<file path="config.mk">
export PLATFORM = sky130hd
export DESIGN_NAME = fetch_unit
export DESIGN_NICKNAME = d
export VERILOG_FILES = /design/src/rtl/fetch_pkg.sv /design/src/rtl/fetch_fifo.sv /design/src/rtl/fetch_unit.sv
export SDC_FILE = /design/constraint.sdc
export NUM_CORES = 1
export LEC_CHECK = 0
export BUFFER_PORTS_ARGS = -buffer_cell sky130_fd_sc_hd__buf_2
export CORE_MARGIN = 4
export CORE_UTILIZATION = 46
export DETAILED_ROUTE_END_ITERATION = 12
export PLACE_DENSITY = 0.64
export SETUP_SLACK_MARGIN = 0.5
export SYNTH_ARGS = -nofsm -noshare
export SYNTH_HDL_FRONTEND = slang
export SYNTH_SLANG_ARGS = --single-unit
</file>
<file path="constraint.sdc">
create_clock -name clk -period 5.2 [get_ports clk]
set_input_delay 0.26 -clock clk [delete_from_list [all_inputs] [get_ports clk]]
set_output_delay 0.26 -clock clk [all_outputs]
set_load 0.005 [all_outputs]
</file>
<file path="src/rtl/fetch_pkg.sv">
// Shared types and constants for the instruction fetch stage.
package fetch_pkg;

    localparam int FETCH_XLEN = 64;
    localparam logic [31:0] NOP_INSTR = 32'h0000_0013;
    localparam int unsigned PC_INC = 4;

    typedef struct packed {
        logic [FETCH_XLEN-1:0] pc;
        logic [31:0]           instr;
    } fetch_entry_t;

endpackage

</file>
<file path="src/rtl/fetch_fifo.sv">
// Prefetch buffer: DEPTH-entry synchronous FIFO of {pc, instr} with flush.
module fetch_fifo
    import fetch_pkg::*;
#(
    parameter int DEPTH = 4,
    localparam int AW = $clog2(DEPTH),
    localparam int CW = AW + 1
) (
    input  logic         clk,
    input  logic         reset,
    input  logic         push,
    input  logic         pop,
    input  logic         flush,
    input  fetch_entry_t din,
    output fetch_entry_t head,
    output logic [CW-1:0] count
);

    fetch_entry_t mem [DEPTH];
    logic [AW-1:0] rd_ptr;
    logic [AW-1:0] wr_ptr;

    always_ff @(posedge clk or posedge reset) begin
        if (reset) begin
            rd_ptr <= '0;
            wr_ptr <= '0;
            count  <= '0;
        end else if (flush) begin
            rd_ptr <= '0;
            wr_ptr <= '0;
            count  <= '0;
        end else begin
            if (push) wr_ptr <= wr_ptr + 1'b1;
            if (pop)  rd_ptr <= rd_ptr + 1'b1;
            count <= count + CW'(push) - CW'(pop);
        end
    end

    // Storage needs no reset; count gates every read.
    always_ff @(posedge clk) begin
        if (push && !flush) mem[wr_ptr] <= din;
    end

    assign head = mem[rd_ptr];

endmodule

</file>
<file path="src/rtl/fetch_unit.sv">
// Instruction fetch stage with credit-limited prefetch and redirect flush.
// Optional stall counter port enabled by defining FETCH_PERF_EN.
module fetch_unit
    import fetch_pkg::*;
#(
    parameter int XLEN = 64,
    parameter int DEPTH = 4,
    parameter logic [XLEN-1:0] RESET_PC = '0
) (
    input  logic            clk,
    input  logic            reset,
    output logic            imem_req_valid,
    output logic [XLEN-1:0] imem_req_addr,
    input  logic            imem_req_ready,
    input  logic            imem_rsp_valid,
    input  logic [31:0]     imem_rsp_data,
    output logic            instr_valid,
    output logic [31:0]     instr,
    output logic [XLEN-1:0] instr_pc,
    input  logic            instr_ready,
    input  logic            redirect_valid,
    input  logic [XLEN-1:0] redirect_pc
`ifdef FETCH_PERF_EN
    ,
    output logic [31:0]     stall_count
`endif
);

    localparam int AW = $clog2(DEPTH);
    localparam int CW = AW + 1;

    logic [XLEN-1:0] fetch_pc;
    logic [XLEN-1:0] rsp_pc;
    logic [XLEN-1:0] target;
    logic [CW-1:0]   outstanding;
    logic [CW-1:0]   discard;
    logic [CW-1:0]   count;
    logic [CW+1:0]   used;
    logic            credit;
    logic            req_fire;
    logic            rsp_keep;
    logic            rsp_drop;
    logic            push;
    logic            pop;
    logic            unused_bits;
    fetch_entry_t    entry;
    fetch_entry_t    head;

    assign target      = {redirect_pc[XLEN-1:2], 2'b00};
    assign unused_bits = ^redirect_pc[1:0];

    // Stale fetches still occupy credit until their responses drain.
    assign used   = (CW+2)'(outstanding) + (CW+2)'(discard) + (CW+2)'(count);
    assign credit = used < (CW+2)'(DEPTH);

    assign imem_req_valid = credit && !redirect_valid && !reset;
    assign imem_req_addr  = fetch_pc;
    assign req_fire       = imem_req_valid && imem_req_ready;

    assign rsp_drop = imem_rsp_valid && (discard != '0);
    assign rsp_keep = imem_rsp_valid && (discard == '0);

    assign instr_valid = count != '0;
    assign push        = rsp_keep && !redirect_valid;
    assign pop         = instr_valid && instr_ready && !redirect_valid;

    always_comb begin
        entry       = '0;
        entry.pc    = FETCH_XLEN'(rsp_pc);
        entry.instr = imem_rsp_data;
    end

    always_ff @(posedge clk or posedge reset) begin
        if (reset) begin
            fetch_pc    <= RESET_PC;
            rsp_pc      <= RESET_PC;
            outstanding <= '0;
            discard     <= '0;
        end else if (redirect_valid) begin
            fetch_pc    <= target;
            rsp_pc      <= target;
            discard     <= discard + outstanding - CW'(imem_rsp_valid);
            outstanding <= '0;
        end else begin
            if (req_fire) fetch_pc <= fetch_pc + XLEN'(PC_INC);
            if (rsp_keep) rsp_pc <= rsp_pc + XLEN'(PC_INC);
            if (rsp_drop) discard <= discard - 1'b1;
            outstanding <= outstanding + CW'(req_fire) - CW'(rsp_keep);
        end
    end

    fetch_fifo #(
        .DEPTH(DEPTH)
    ) u_fifo (
        .clk  (clk),
        .reset(reset),
        .push (push),
        .pop  (pop),
        .flush(redirect_valid),
        .din  (entry),
        .head (head),
        .count(count)
    );

    assign instr    = instr_valid ? head.instr : NOP_INSTR;
    assign instr_pc = instr_valid ? XLEN'(head.pc) : rsp_pc;

`ifdef FETCH_PERF_EN
    always_ff @(posedge clk or posedge reset) begin
        if (reset) begin
            stall_count <= '0;
        end else if (instr_ready && !instr_valid && stall_count != '1) begin
            stall_count <= stall_count + 1'b1;
        end
    end
`endif

endmodule

</file>
Word level (Yosys, flattened, before mapping)
Memory sizes are Yosys's and may differ from the RTL's.
Index checks and enable logic that the tools add are counted.

cells by class
  reductions and logical operators = 19
  $add $sub $neg = 13
  multiplexer cells = 16
  magnitude comparators = 1

operators with widths
  cell                                                                  count
  64-bit two-way mux                                                    5
  64-bit by 3-bit adder with 64-bit output, second input constant       2
  32-bit two-way mux                                                    1
  3-bit two-way mux                                                     4
  2-bit nonzero test                                                    5
  1-bit logical AND                                                     9
  3-bit by 1-bit subtractor with 3-bit output                           3
  2-bit two-way mux                                                     4
  3-bit by 1-bit adder with 3-bit output                                2
  3-bit nonzero test                                                    2
  4-bit by 3-bit adder with 5-bit output                                1
  5-bit by 3-bit < comparator with 1-bit output, second input constant  1
  2-bit by 1-bit adder with 2-bit output, second input constant         2
  3-bit by 3-bit adder with 4-bit output                                1
  3-bit adder                                                           1
  3-bit logical NOT                                                     1
  3-bit by 1-bit subtractor with 3-bit output, second input constant    1
  1-bit logical NOT                                                     2
  1-bit two-way mux                                                     2

storage, ports and cells
  flip-flop bits (word level) = 141
  memories kept = 1
  logic and storage cells = 57
  bits in writable memories = 384

memory list
  name        words  width  read ports  clocked after memory_dff  write ports  line              RTL
  u_fifo.mem  4      96     1           0                         1            fetch_fifo.sv:19  fetch_entry_t mem [DEPTH];

Depth between registers and ports, before layout
  depth in word-level cells = 9
  depth in mapped cells = 17

Hierarchy
A second synthesis with hierarchy kept.

unflattened totals
  cell total of the unflattened synthesis = 1,478
  area, all modules = 22,819.4 um^2

by module, submodules not included
  module      times used  seq. area each (um^2)  area each (um^2)  cells an instance
  fetch_fifo  1           11,706.2               14,266.2          540
  fetch_unit  1           3,253.1                8,553.2           938

Worst setup path before layout
OpenSTA, ideal clock, no wires.

  path type = register to register
  start point = register discard[1]
  end point = memory u_fifo.mem[0][0] in the netlist's numbering (enable)
  cell stages (with the launch flop) = 6
  setup slack = 1.476 ns
  required time = 4.737 ns
  setup time = 0.463 ns
  arrival = 3.261 ns
  path buffers = 0
  path through = dfrtp_1 > inv_1 > ha_1 > nand3b_4 > nor2_1 > and2_1

between the ends
  longest elaborated chain between the ends = 6

ends and longest elaborated chain
  item                                     line              RTL
  start: declaration                       fetch_unit.sv:36  logic [CW-1:0] discard;
  start signal: assignment                 fetch_unit.sv:82  discard <= discard + outstanding - CW'(imem_rsp_valid);
  start signal: assignment                 fetch_unit.sv:87  if (rsp_drop) discard <= discard - 1'b1;
  3-bit logical NOT                        fetch_unit.sv:61  assign rsp_keep = imem_rsp_valid && (discard == '0);
  1-bit logical AND                        fetch_unit.sv:61
  1-bit logical AND                        fetch_unit.sv:64  assign push = rsp_keep && !redirect_valid;
  1-bit logical AND                        fetch_fifo.sv:41  if (push && !flush) mem[wr_ptr] <= din;
  1-bit two-way mux                        fetch_fifo.sv:41
  1-bit two-way mux (implied by the code)  fetch_fifo.sv:41
  end: declaration                         fetch_fifo.sv:19

Every way passes these cells.

Final worst setup path
  start point = register discard[2]
  end point = register fetch_pc[9], in the netlist imem_req_addr[9]

between the ends
  longest elaborated chain between the ends = 7

ends and longest elaborated chain
  item                                           line              RTL
  3-bit by 3-bit adder with 4-bit output         fetch_unit.sv:53  assign used = (CW+2)'(outstanding) + (CW+2)'(discard) + (CW+2)'(count);
  4-bit by 3-bit adder with 5-bit output         fetch_unit.sv:53
  5-bit by 3-bit < comparator with 1-bit output  fetch_unit.sv:54  assign credit = used < (CW+2)'(DEPTH);
  1-bit logical AND (2 in series)                fetch_unit.sv:56  assign imem_req_valid = credit && !redirect_valid && !reset;
  1-bit logical AND                              fetch_unit.sv:58  assign req_fire = imem_req_valid && imem_req_ready;
  2-bit nonzero test (no line)                   -
  end signal: assignment                         fetch_unit.sv:80  fetch_pc <= target;
  end signal: assignment                         fetch_unit.sv:85  if (req_fire) fetch_pc <= fetch_pc + XLEN'(PC_INC);
  end: declaration                               fetch_unit.sv:32  logic [XLEN-1:0] fetch_pc;

Every way passes these cells.
A chain may end at the register's enable or synchronous reset.

==> summary.txt <==
Die
  – # rows: 80
  – Core Region: 0.0481 mm^2
  – DIE HEIGHT: 229 um
  – I/O pin count: 264
  – Die Wd: 229 um
  – Starting density of the core: 46.8%
  – Die ar.: 0.0526 mm^2

Timing
  – Final period util: 71.9%
  – Worst slew pin tran: 1020 ps
  – Final min period: 3740 ps
  – F_max: 267 MHz
  – Hold_ws: 34.0 ps
  – RSZ-0062 raised after global routing: no
  – Fin Clk Skew: 12.8 ps
  – Final setup fails: 0
  – Final Hold Fails: 0
  – Worst slew margin: 32.2%
  – Max Slew Vio Count: 0
  – Setup TNS Final: 0 ps

Worst setup path
  – Crit-path max FO: 31
  – CP top delay family: adder cells
  – Buf/Inv on CP: 4
  – CP Class: flop to flop
  – R2r setup slk: 1460 ps
  – Crit-path max cell delay: 590 ps
  – Worst Setup Start Kind: flop
  – Worst Setup SP: discard[2]
  – CP Depth: 12
  – Worst Setup EP: imem_req_addr[9]
  – Worst EP required: 5660 ps
  – Crit path DAT: 4200 ps
  – Crit-path cells: inv_1 -> fa_1 -> inv_1 -> fa_1 -> nor3b_1 -> o211ai_1 -> nor2_2 -> buf_4 -> nor2_2 -> buf_4 -> o21ai_0 -> o311ai_0
  – Worst r2r src: discard[2]
  – CP endpoint kind: flop
  – Worst R2R End: imem_req_addr[9]
  – Critical-path top delay cell: nor2_2
  – Cells on worst reg2reg path: 12

Logic synthesis
  – Syn Std Cell Area: 0.0226 mm^2
  – Top cell type's share of synthesized area: 50.1%
  – Synth top area cells: edfxtp_1, dfrtp_1, mux4_2, nand2_1, o21ai_0
  – Syn Inst Count: 1,635
  – Cell taking the most area after synthesis: edfxtp_1
  – Async SR Flop Fraction: 26.7%
  – Post-synth EDFFs: 376
  – Seq cells post-synth: 513
  – Sequential area share after synthesis: 65.3%
  – Yosys warning count: 0
  – Main synth FF type: edfxtp_1
  – Commonest cells post-synth: edfxtp_1, nand2_1, dfrtp_1
  – Avg Cell Area, Syn: 13.8 um^2
  – Count leader, synth: edfxtp_1
  – Yosys cell types: 51

Clock tree
  – Post-CTS Setup Inserts: 0
  – H-tree Lvls: 2
  – Clock Latency Late Sink: 590 ps
  – CTS tree: done
  – Cts hold-fix bufs: 90
  – CTS clk-pin slew, worst paths: 60 ps
  – Clk buf depth: 3
  – Total CTS buffers: 53
  – Resize count post-CTS: 0
  – Clk root buf: clkbuf_16
  – Total clock sinks: 513

Global routing
  – First-pass GRT wire length: 92,800 um
  – Overall Global Routing Usage: 22.7%
  – Largest net degree at the start of global routing: 88
  – GRT overflow: 0
  – Initial antenna violation count: 1
  – Vias in the first global route: 15,103

Layout
  – Post-route insts no fill: 2,684
  – Final #Nets: 2,108
  – Share of cells above drive strength 1: 23.7%
  – Area delta synth->final: 20.9%

Pwr
  – Leak: 10.1 nW
  – Pwr per Cell Area: 440 mW/mm^2
  – IR drop worst, VDD: 0.000321 V
  – Overall Power: 12.0 mW

Route
  – Antenna viol nets, final: 0
  – Routed WL: 60,700 um
  – Remaining DRCs: 0
  – Vias per inst: 5.66
  – Detailed Routing Iterations Pass 1: 5
  – Initial drt markers: 1,160
  – Via count: 15,194
  – Drt wl/cell: 22.6 um

Outcome
  – Status: finished, final reports clean

Placed design
  – I/O Buffers: 257
  – Placed insts: 2,493
  – Routability cong.: 0.872
  – Hpwl dp: 38,600 um

Hold path
  – HP Class: input pin to flop
  – Hold_sp: redirect_pc[3]

Job
  – Max cap viols: 0
[cell type report]
cell class | count | area [um^2]
fill | 3916 | 20900
clock buffer | 73 | 1450
clock inverter | 26 | 298
sequential | 513 | 14700
timing repair buffer | 370 | 2420
tap | 656 | 821
multi-input combinational | 1010 | 7410
inverter | 34 | 133
antenna | 2 | 5.00
[where the power goes]
part / leakage, nW / switching [mW] / internal, mW / total, mW
logic: 4.17 / 1.68 / 1.37 / 3.05
registers: 5.07 / 0.421 / 4.68 / 5.11
clock network: 0.849 / 1.55 / 2.30 / 3.84
[sequential cells by signal, summed over array words and instances (netlist names)]
signal	cells
discard	3
imem_req_addr	62
outstanding	3
rsp_pc	62
u_fifo.count	3
u_fifo.mem	376
u_fifo.rd_ptr	2
u_fifo.wr_ptr	2
[metal layers]
layer / up-vias / wire, um / GRT usage [%]
met5: - / 13 / 0
met4: 2 / 1760 / 7.28
met3: 102 / 4260 / 4.72
met2: 517 / 28900 / 36.2
met1: 7698 / 25800 / 31.7
li1: 6875 / - / -
[cell families after synthesis]
family,synth area share [%]
mux,9.78
other cells,0.0166
xor+xnor,2.76
buf+inv,2.01
compound gates,5.35
fa+ha+maj,1.53
flops,65.3
simple gates,13.3
[worst min-delay path, stage by stage]
cell and delay (ps):
buf_2 90, nor2_1 80, a31oi_1 150
[metrics by stage]
step | setup WS [ps] | utilization [%] | cell area, um^2
after floorplan | 1270 | - | 22600
after global placement | 1580 | 51.1 | 24600
after detailed placement | 1520 | 51.1 | 24600
after CTS | 1490 | 56.6 | 27300
after global routing | 1190 | 56.6 | 27300
final | 1460 | 56.6 | 27300
[cell usage in the layout (no fill, tap or decap), types with 17 or more instances in the layout]
cell           count
nand2_1          303
nor2b_1           33
clkbuf_16         55
o311ai_0          28
dlygate4sd3_1     90
dfrtp_1          135
mux4_2            94
buf_4             19
xnor2_1           35
clkbuf_1          17
edfxtp_1         376
o21ai_0           95
nand3_1           64
xor2_1            36
o211ai_1          32
nand4_1           46
ha_1              18
nor2_1            54
buf_2            256
and3_1            24
inv_1             30
[how the worst min path moves through the flow]
stage                                   end  cells after the start
after floorplan            u_fifo.mem[0][0]                      0
after global placement    u_fifo.mem[0][11]                      1
after detailed placement  u_fifo.mem[0][10]                      1
after CTS                         rsp_pc[8]                      3
after global routing              rsp_pc[8]                      3
final                             rsp_pc[3]                      3
Note: power is estimated with default switching activity, not from simulation.
